File: src/rtl/pool_stream_engine.sv
// Multi-lane streaming pooling engine: each lane reduces a window of accepted
// samples to one signed max or saturated shifted mean, with valid/ready on both sides.
module pool_stream_engine #(
    parameter int W       = 16,
    parameter int LANES   = 4,
    parameter int MAX_WIN = 16,
    parameter int CW      = $clog2(MAX_WIN + 1),
    parameter int AW      = W + $clog2(MAX_WIN),
    parameter int SW      = $clog2(AW)
) (
    input  logic               CLK,
    input  logic               RST,
    input  logic               cfg_mode,
    input  logic [CW-1:0]      cfg_win_len,
    input  logic [SW-1:0]      cfg_shift,
    input  logic [LANES-1:0]   cfg_lane_en,
    input  logic               ip_valid,
    output logic               ip_ready,
    input  logic [LANES*W-1:0] ip_data,
    output logic               op_valid,
    input  logic               op_ready,
    output logic [LANES*W-1:0] op_data,
    output logic               busy
);

    typedef enum logic [1:0] {IDLE, ACCUM, HOLD} state_t;

    localparam logic signed [AW-1:0] SAT_MAX = AW'((64'sd1 <<< (W - 1)) - 64'sd1);
    localparam logic signed [AW-1:0] SAT_MIN = ~SAT_MAX;

    state_t           state, state_next;
    logic             mode_reg;
    logic [CW-1:0]    win_reg;
    logic [SW-1:0]    shift_reg;
    logic [LANES-1:0] lane_en_reg;
    logic [CW-1:0]    count_reg;
    logic [CW-1:0]    cfg_win_eff;
    logic             accept, start, enter_hold;
    logic             eff_mode;
    logic [SW-1:0]    eff_shift;
    logic [LANES-1:0] eff_en;

    assign accept     = ip_valid && ip_ready;
    assign start      = accept && (state == IDLE);
    assign enter_hold = (state != HOLD) && (state_next == HOLD);

    always_comb begin
        cfg_win_eff = cfg_win_len;
        if (cfg_win_len == '0)
            cfg_win_eff = CW'(1);
        else if (cfg_win_len > CW'(MAX_WIN))
            cfg_win_eff = CW'(MAX_WIN);
    end

    // The window-opening accept uses the live config; later accepts use the captured copy.
    assign eff_mode  = (state == IDLE) ? cfg_mode    : mode_reg;
    assign eff_shift = (state == IDLE) ? cfg_shift   : shift_reg;
    assign eff_en    = (state == IDLE) ? cfg_lane_en : lane_en_reg;

    always_ff @(posedge CLK or posedge RST) begin
        if (RST)
            state <= IDLE;
        else
            state <= state_next;
    end

    always_comb begin
        state_next = state;
        case (state)
            IDLE:    if (accept) state_next = (cfg_win_eff == CW'(1)) ? HOLD : ACCUM;
            ACCUM:   if (accept && (CW'(count_reg + 1'b1) == win_reg)) state_next = HOLD;
            HOLD:    if (op_ready) state_next = IDLE;
            default: state_next = IDLE;
        endcase
    end

    always_comb begin
        ip_ready = 1'b0;
        op_valid = 1'b0;
        busy     = 1'b0;
        case (state)
            IDLE:  ip_ready = 1'b1;
            ACCUM: begin
                ip_ready = 1'b1;
                busy     = 1'b1;
            end
            HOLD: begin
                op_valid = 1'b1;
                busy     = 1'b1;
            end
            default: ;
        endcase
    end

    always_ff @(posedge CLK or posedge RST) begin
        if (RST) begin
            mode_reg    <= 1'b0;
            win_reg     <= '0;
            shift_reg   <= '0;
            lane_en_reg <= '0;
            count_reg   <= '0;
        end else begin
            if (start) begin
                mode_reg    <= cfg_mode;
                win_reg     <= cfg_win_eff;
                shift_reg   <= cfg_shift;
                lane_en_reg <= cfg_lane_en;
                count_reg   <= CW'(1);
            end else if (accept) begin
                count_reg <= CW'(count_reg + 1'b1);
            end else if ((state == HOLD) && op_ready) begin
                count_reg <= '0;
            end
        end
    end

    for (genvar gi = 0; gi < LANES; gi++) begin : g_lane
        logic signed [W-1:0]  s;
        logic signed [AW-1:0] s_ext, acc_reg, acc_next, sh;
        logic        [W-1:0]  res, out_reg;

        assign s     = eff_en[gi] ? ip_data[gi*W +: W] : '0;
        assign s_ext = {{(AW-W){s[W-1]}}, s};
        assign sh    = acc_next >>> eff_shift;

        always_comb begin
            acc_next = acc_reg;
            if (start)
                acc_next = s_ext;
            else if (accept) begin
                if (eff_mode)
                    acc_next = acc_reg + s_ext;
                else if (s_ext > acc_reg)
                    acc_next = s_ext;
            end
        end

        // Result is formed from the post-update accumulator so it can be latched on HOLD entry.
        always_comb begin
            res = acc_next[W-1:0];
            if (eff_mode) begin
                if (sh > SAT_MAX)
                    res = SAT_MAX[W-1:0];
                else if (sh < SAT_MIN)
                    res = SAT_MIN[W-1:0];
                else
                    res = sh[W-1:0];
            end
        end

        always_ff @(posedge CLK or posedge RST) begin
            if (RST) begin
                acc_reg <= '0;
                out_reg <= '0;
            end else begin
                acc_reg <= acc_next;
                if (enter_hold)
                    out_reg <= res;
            end
        end

        assign op_data[gi*W +: W] = out_reg;
    end

endmodule

File: config.mk
export PLATFORM = sky130hd
export DESIGN_NAME = pool_stream_engine
export DESIGN_NICKNAME = d
export VERILOG_FILES = /design/src/rtl/pool_stream_engine.sv
export SDC_FILE = /design/constraint.sdc
export NUM_CORES = 1
export LEC_CHECK = 0
export ABC_AREA = 1
export BUFFER_PORTS_ARGS = -buffer_cell sky130_fd_sc_hd__buf_2
export CAP_MARGIN = 5
export CORE_ASPECT_RATIO = 2
export CORE_MARGIN = 1.5
export CORE_UTILIZATION = 46
export CTS_BUF_LIST = sky130_fd_sc_hd__clkbuf_8 sky130_fd_sc_hd__clkbuf_16
export DETAILED_ROUTE_END_ITERATION = 8
export GPL_TIMING_DRIVEN = 1
export PLACE_DENSITY = 0.65
export RECOVER_POWER = 50
export SLEW_MARGIN = 10
export SYNTH_ARGS = -nofsm -noshare
export SYNTH_HDL_FRONTEND = slang
export SYNTH_SLANG_ARGS = --single-unit
File: constraint.sdc
create_clock -name CLK -period 9.3 [get_ports CLK]
set_input_delay 1.395 -clock CLK [delete_from_list [all_inputs] [get_ports CLK]]
set_output_delay 1.395 -clock CLK [all_outputs]
set_load 0.005 [all_outputs]
==> results.ini, run 1 <==
[global_routing]
antenna_found_initial=2
overflow=0
grt_first_pass_wirelength_mm=126
grt_max_degree=111
track_usage_pct=34.0
first_global_vias=23500

[timing]
hold_violations=0
slew-limit-headroom_pct=-154
tns_ps=0
finClkSkew_ps=16.0
period_share_pct=73.8
fin_crit_ps=6870
slew_violations=213
fmax_mhz=146
rsz0062_at_grt=no
worstMarginPinSlew_ps=3810
setup_viol=0

[routing]
detail_route.first_pass.iterations=5
vias=24100
antenna_left=0
vias_per_cell=5.69
drc=0
route.detailed.wl_per_inst_um=19.0
drt-initial-drc-count=1728
routed_wl_mm=80.6

[setup_path]
startpoint=state[1]$_DFF_PP0_
start_kind=flip-flop
critical_path.max_stage_delay_ps=1010
r2r-end=g_lane[0].out_reg[3]$_DFFE_PP0P_
required_ps=9660
crit_type=reg -> reg
reg2reg_slack_ps=2430
cpMaxStageDelayCell=clkbuf_1
arrival_ps=7220
r2r-start=state[1]$_DFF_PP0_
reg2reg_depth=30
crit_path_max_fanout=32
cp_common_cell=nand2_1
end_kind=flip-flop

[logic_synthesis]
postSynthCellCount=3622
synthTopCellsByArea=nand2_1 (20%), dfrtp_1 (20%), nand3_1 (13%)
seq_area_frac_synth_pct=19.6
synth_cell_types=55
synth-seq-cells=166
syn_avg_cell_area_um2=5.85
yosysTopAreaCell=nand2_1
synth_ff_type=dfrtp_1
syn_nets=3872
synth_top_area_share_pct=19.7
synth_edf_count=0
async_flop_share_pct=100
ys_warn_count=0
syn-cell-area_um2=21200

[finish]
layout.nets=3904
syn_to_final_growth_pct=6.91
largest_reg_flops=80
drive_gt1_share_pct=8.21
final_core_util_pct=49.5

[die]
die_h_um=306
ios=150
die_area_um2=47400
die-width_um=155
row_count=111
core_um2=45700
initial_core_util_pct=46.3

[cts]
ctsHoldBuffers=0
cts_buffers=17
htree_levels=4
clk_pin_slew_ps=70
cts_resized=0
root_buffer=clkbuf_16
clk_latency_ps=480
clk_path_buf_depth=2
clock_sinks=166
cts_tree=done
post_cts_buffers=0

[flow_run]
maxCapViolCount=4

[status]
violations=capacitance limit, slew limit
status=finished, violations left

[min_path]
hp-class=reg -> reg
min_to=g_lane[3].out_reg[0]$_DFFE_PP0P_
min_path_cells=2
min_from=g_lane[3].out_reg[0]$_DFFE_PP0P_

[place]
gp_congestion=0.986
dp_hpwl_mm=61.5
portBuffers=149

[synthesized netlist by cell type (8+ instances only)]
| cell type | number |
|---|---|
| nand2_1 | 1113 |
| inv_1 | 422 |
| buf_6 | 10 |
| o211ai_1 | 21 |
| o21ai_0 | 142 |
| nor3_1 | 26 |
| a21oi_1 | 316 |
| nand3_1 | 559 |
| nand4_1 | 13 |
| dfrtp_1 | 166 |
| o21bai_1 | 10 |
| nand2_2 | 31 |
| buf_2 | 43 |
| xor2_1 | 12 |
| a21o_1 | 8 |
| o21ai_1 | 37 |
| buf_1 | 32 |
| buf_4 | 10 |
| nor2_1 | 257 |
| nand3_2 | 31 |
| ha_1 | 163 |
| nand3b_1 | 9 |
| inv_2 | 30 |
| clkbuf_1 | 65 |
| a31oi_1 | 13 |
[routing by layer]
metal / share of wire [%] / vias up / global-route usage [%]
met2: 52 / 869 / 62.7
met3: 4.4 / 289 / 3.18
li1: - / 11800 / -
met4: 6.7 / 2 / 22.2
met5: 0.0087 / - / 0
met1: 37 / 11100 / 36.4
[through the flow]
stage | hold WS [ps] | area (um^2) | setup slack, ps | std cells
final | 483 | 22600 | 2430 | 4233
after global routing | 501 | 22600 | 1890 | 4233
after CTS | 485 | 22700 | 3330 | 4232
after detailed placement | 460 | 22100 | 3010 | 4200
after global placement | 461 | 22100 | 3090 | 4200
after floorplan | 445 | 21200 | 3410 | 3622
[how the worst max path moves through the flow]
stage                                   endpoint  cells past startpoint
5_1_grt         g_lane[0].out_reg[3]$_DFFE_PP0P_                     30
3_5_place_dp    g_lane[0].out_reg[3]$_DFFE_PP0P_                     30
3_3_place_gp   g_lane[0].out_reg[10]$_DFFE_PP0P_                     28
2_1_floorplan           count_reg[0]$_DFFE_PP0P_                      1
4_1_cts         g_lane[0].out_reg[3]$_DFFE_PP0P_                     30
6_report        g_lane[0].out_reg[3]$_DFFE_PP0P_                     30
[cell families (layout without fill, tap and decap cells)]
group	count (synthesis)	count (layout)	share of synthesized area [%]
buffers and inverters	618	663	11.8
DFF	166	166	19.6
other	0	1	0
AOI/OAI and AO/OA	585	585	15.2
and+or+nand+nor	2070	2070	42.7
xor gates and xnor gates	16	16	0.662
adders and majority gates	167	167	10.0
[area by class of cell]
class / count / area [um^2]
well taps: 565 / 707
clock buffers: 18 / 439
multi-input cells: 2838 / 14600
repair buffers: 173 / 868
diodes: 1 / 2.50
inverters: 458 / 1730
fillers: 5058 / 23100
clock inverters: 14 / 163
flip-flops and latches: 166 / 4150
[worst max-delay path: cells and delay by family (launching register included)]
family / cells / cell delay [ps]
AO/OA/AOI/OAI: 4 / 1040
AND/OR/NAND/NOR: 20 / 2670
flip-flops: 1 / 440
buffers and inverters: 4 / 1890
adder cells (fa/ha/maj): 2 / 700
[cell usage in the layout, fill, tap and decap left out, drive strengths merged, types with 2 or more instances in the layout]
cell    instances
nand3         595
nor2          266
a211oi          3
a32o            2
dfrtp         166
nand4          16
buf           124
o211ai         23
or2             4
xnor2           4
bufinv          2
a21oi         324
o31ai           3
fa              4
o21ai         185
ha            163
nand2        1148
o21bai         10
clkbuf         67
inv           461
nor3           26
and2            4
a21boi          7
xor2           12
a21o            8
nand3b          9
clkinv          8
o21a            2
a31oi          13
Power of run 1 is not shown: default switching activity piles up to over one toggle a cycle in this logic, so the estimate is an artifact.
==> inputs of run 2 (changes only) <==
--- a/config.mk
+++ b/config.mk
@@ -14,7 +14,7 @@
 export CTS_BUF_LIST = sky130_fd_sc_hd__clkbuf_8 sky130_fd_sc_hd__clkbuf_16
 export DETAILED_ROUTE_END_ITERATION = 8
 export GPL_TIMING_DRIVEN = 1
-export PLACE_DENSITY = 0.65
+export PLACE_DENSITY = 0.67
 export RECOVER_POWER = 50
 export SLEW_MARGIN = 10
 export SYNTH_ARGS = -nofsm -noshare
==> constraint.sdc (replaced) <==
create_clock -name CLK -period 5.75 [get_ports CLK]
set_input_delay 0.8625 -clock CLK [delete_from_list [all_inputs] [get_ports CLK]]
set_output_delay 0.8625 -clock CLK [all_outputs]
set_load 0.005 [all_outputs]
==> results.ini, run 2 (same netlist as run 1, synthesis figures left out) <==
[setup_path]
path_buf_inv=4  ; unchanged
cp_common_cell=nand2_1
cpMaxStageDelayCell=dfrtp_1
r2r-end=g_lane[2].out_reg[12]$_DFFE_PP0P_
crit_type=reg -> reg
start_kind=flip-flop
reg2reg_depth=31  ; +3.3%
crit_path_max_fanout=25  ; -22%
critical_path.max_stage_delay_ps=440  ; -570 ps
reg2reg_slack_ps=430  ; -2000 ps
crit_family=simple AND/OR/NAND/NOR gates
arrival_ps=5720  ; -1500 ps
required_ps=6150  ; -3510 ps
end_kind=flip-flop
r2r-start=state[1]$_DFF_PP0_

[timing]
setup_viol=0  ; unchanged
worstMarginPinSlew_ps=3840  ; +27.2 ps
rsz0062_at_grt=no
slew_violations=80  ; -62%
period_share_pct=92.5  ; +19 points
hold_violations=0  ; unchanged
slew-limit-headroom_pct=-157  ; -3.2 points
fin_crit_ps=5320  ; -1550 ps
finClkSkew_ps=13.1  ; -2.92 ps
fmax_mhz=188  ; +29%
tns_ps=0  ; unchanged
whs_ps=482  ; -1.20 ps

[cts]
cts_tree=done
htree_levels=4  ; unchanged
clock_sinks=166  ; unchanged
root_buffer=clkbuf_16
ctsHoldBuffers=0  ; unchanged
clk_latency_ps=470  ; about the same
clk_pin_slew_ps=80  ; about the same
cts_buffers=17  ; unchanged
clk_path_buf_depth=2  ; unchanged

[finish]
fillCellCount=4952  ; -2.1%
syn_to_final_growth_pct=8.22
drive_gt1_share_pct=9.52  ; +1.3 points
final_common_cell=nand2_1
mostFrequentLayoutCells=nand2_1 (1,111), nand3_1 (558), inv_1 (417), a21oi_1 (316), nor2_1 (256)
layout.nets=3935  ; +0.79%
largest_reg_flops=80  ; unchanged

[status]
status=finished, violations left
violations=capacitance limit, slew limit

[global_routing]
overflow=0  ; unchanged
grt_max_degree=111  ; unchanged
first_global_vias=23700  ; +0.70%
grt_first_pass_wirelength_mm=125  ; -0.20%
antenna_found_initial=3  ; +1
track_usage_pct=34.1  ; +0.14 points

[die]
die_h_um=306  ; unchanged
die_area_um2=47400  ; unchanged
die-width_um=155  ; unchanged
core_um2=45700  ; unchanged
row_count=111  ; unchanged
ios=150  ; unchanged
initial_core_util_pct=46.3  ; unchanged

[routing]
vias_per_cell=5.69  ; about the same
route.detailed.wl_per_inst_um=19.0  ; about the same
antenna_left=0  ; unchanged
drc=0  ; unchanged
wl_met1_mm=29.0  ; -3.5%
top_layer_used=met5
detail_route.first_pass.iterations=6  ; +1
dr_wl_met3_mm=4.56  ; +28%
vias=24300  ; +0.84%
route.met2.wl_mm=41.7  ; +0.33%
routed_wl_mm=81.2  ; +0.75%
drt-initial-drc-count=1958  ; +13%

[min_path]
min_from=shift_reg[1]$_DFFE_PP0P_
min_to=shift_reg[1]$_DFFE_PP0P_
min_path_cells=2  ; unchanged
hp-class=reg -> reg

[place]
portBuffers=149  ; unchanged
gp_congestion=1.01  ; +2.4%
dp_hpwl_mm=62.4  ; +1.6%

[flow_run]
maxCapViolCount=1  ; -3

-- run 2: changes by cell type in the layout (fill, tap and decap cells not counted), moves of 2 or more --
cell and delta:
clkbuf_2 +2, buf_2 +12, clkbuf_1 -14, buf_12 +2, buf_4 +30, nand2_2 +2, nand2_1 -3
-- run 2: worst min-delay path, delay by kind of cell, from the launching register on --
kind,cells,cell delay [ps]
AOI/OAI and AO/OA,1,60
DFF,1,340
and+or+nand+nor,1,50
-- run 2: metal layers --
layer | vias to the layer above | track usage (%)
met4 | 2 | 24.2
met3 | 309 | 4.31
li1 | 11900 | -
met5 | - | 0
met1 | 11200 | 35.3
met2 | 947 | 62.8
-- run 2: worst max path at each step --
stage / cells after the start / to / slack (ps) / from
final: 31 / g_lane[2].out_reg[12]$_DFFE_PP0P_ / 430 / state[1]$_DFF_PP0_
after global placement: 31 / g_lane[2].out_reg[12]$_DFFE_PP0P_ / 150 / cfg_lane_en[2]
after global routing: 31 / g_lane[2].out_reg[10]$_DFFE_PP0P_ / 3 / state[1]$_DFF_PP0_
after detailed placement: 31 / g_lane[2].out_reg[0]$_DFFE_PP0P_ / 210 / cfg_lane_en[2]
after CTS: 30 / g_lane[2].out_reg[12]$_DFFE_PP0P_ / 290 / state[1]$_DFF_PP0_
after floorplan: 1 / count_reg[0]$_DFFE_PP0P_ / 400 / RST
-- run 2: what timing repair did --
item                       4_1_cts  5_1_grt
buffers inserted                 0        4
resized for setup                0        3
setup endpoints to repair        0       20
-- run 2: cell type report --
cell class / instances / area (um^2) / share of cell area [%]
multi-input cells: 2838 / 14600 / 63.7
flip-flops and latches: 166 / 4150 / 18.1
inverters: 458 / 1730 / 7.56
repair buffers: 204 / 1150 / 5.01
well taps: 565 / 707 / 3.09
clock buffers: 18 / 439 / 1.92
clock inverters: 14 / 139 / 0.606
diodes: 2 / 5.00 / 0.0218
-- run 2: metrics by stage --
stage | setup WS, ps | area (um^2) | utilization (%) | std cells
final | 431 | 22900 | 50.1 | 4265
after global routing | 3.18 | 22900 | 50.1 | 4265
after CTS | 287 | 22900 | 50.1 | 4259
after detailed placement | 212 | 22300 | 48.9 | 4227
after global placement | 150 | 22300 | 48.9 | 4227
after floorplan | 397 | 21200 | - | 3622
Power of run 2 is left out for the same reason.
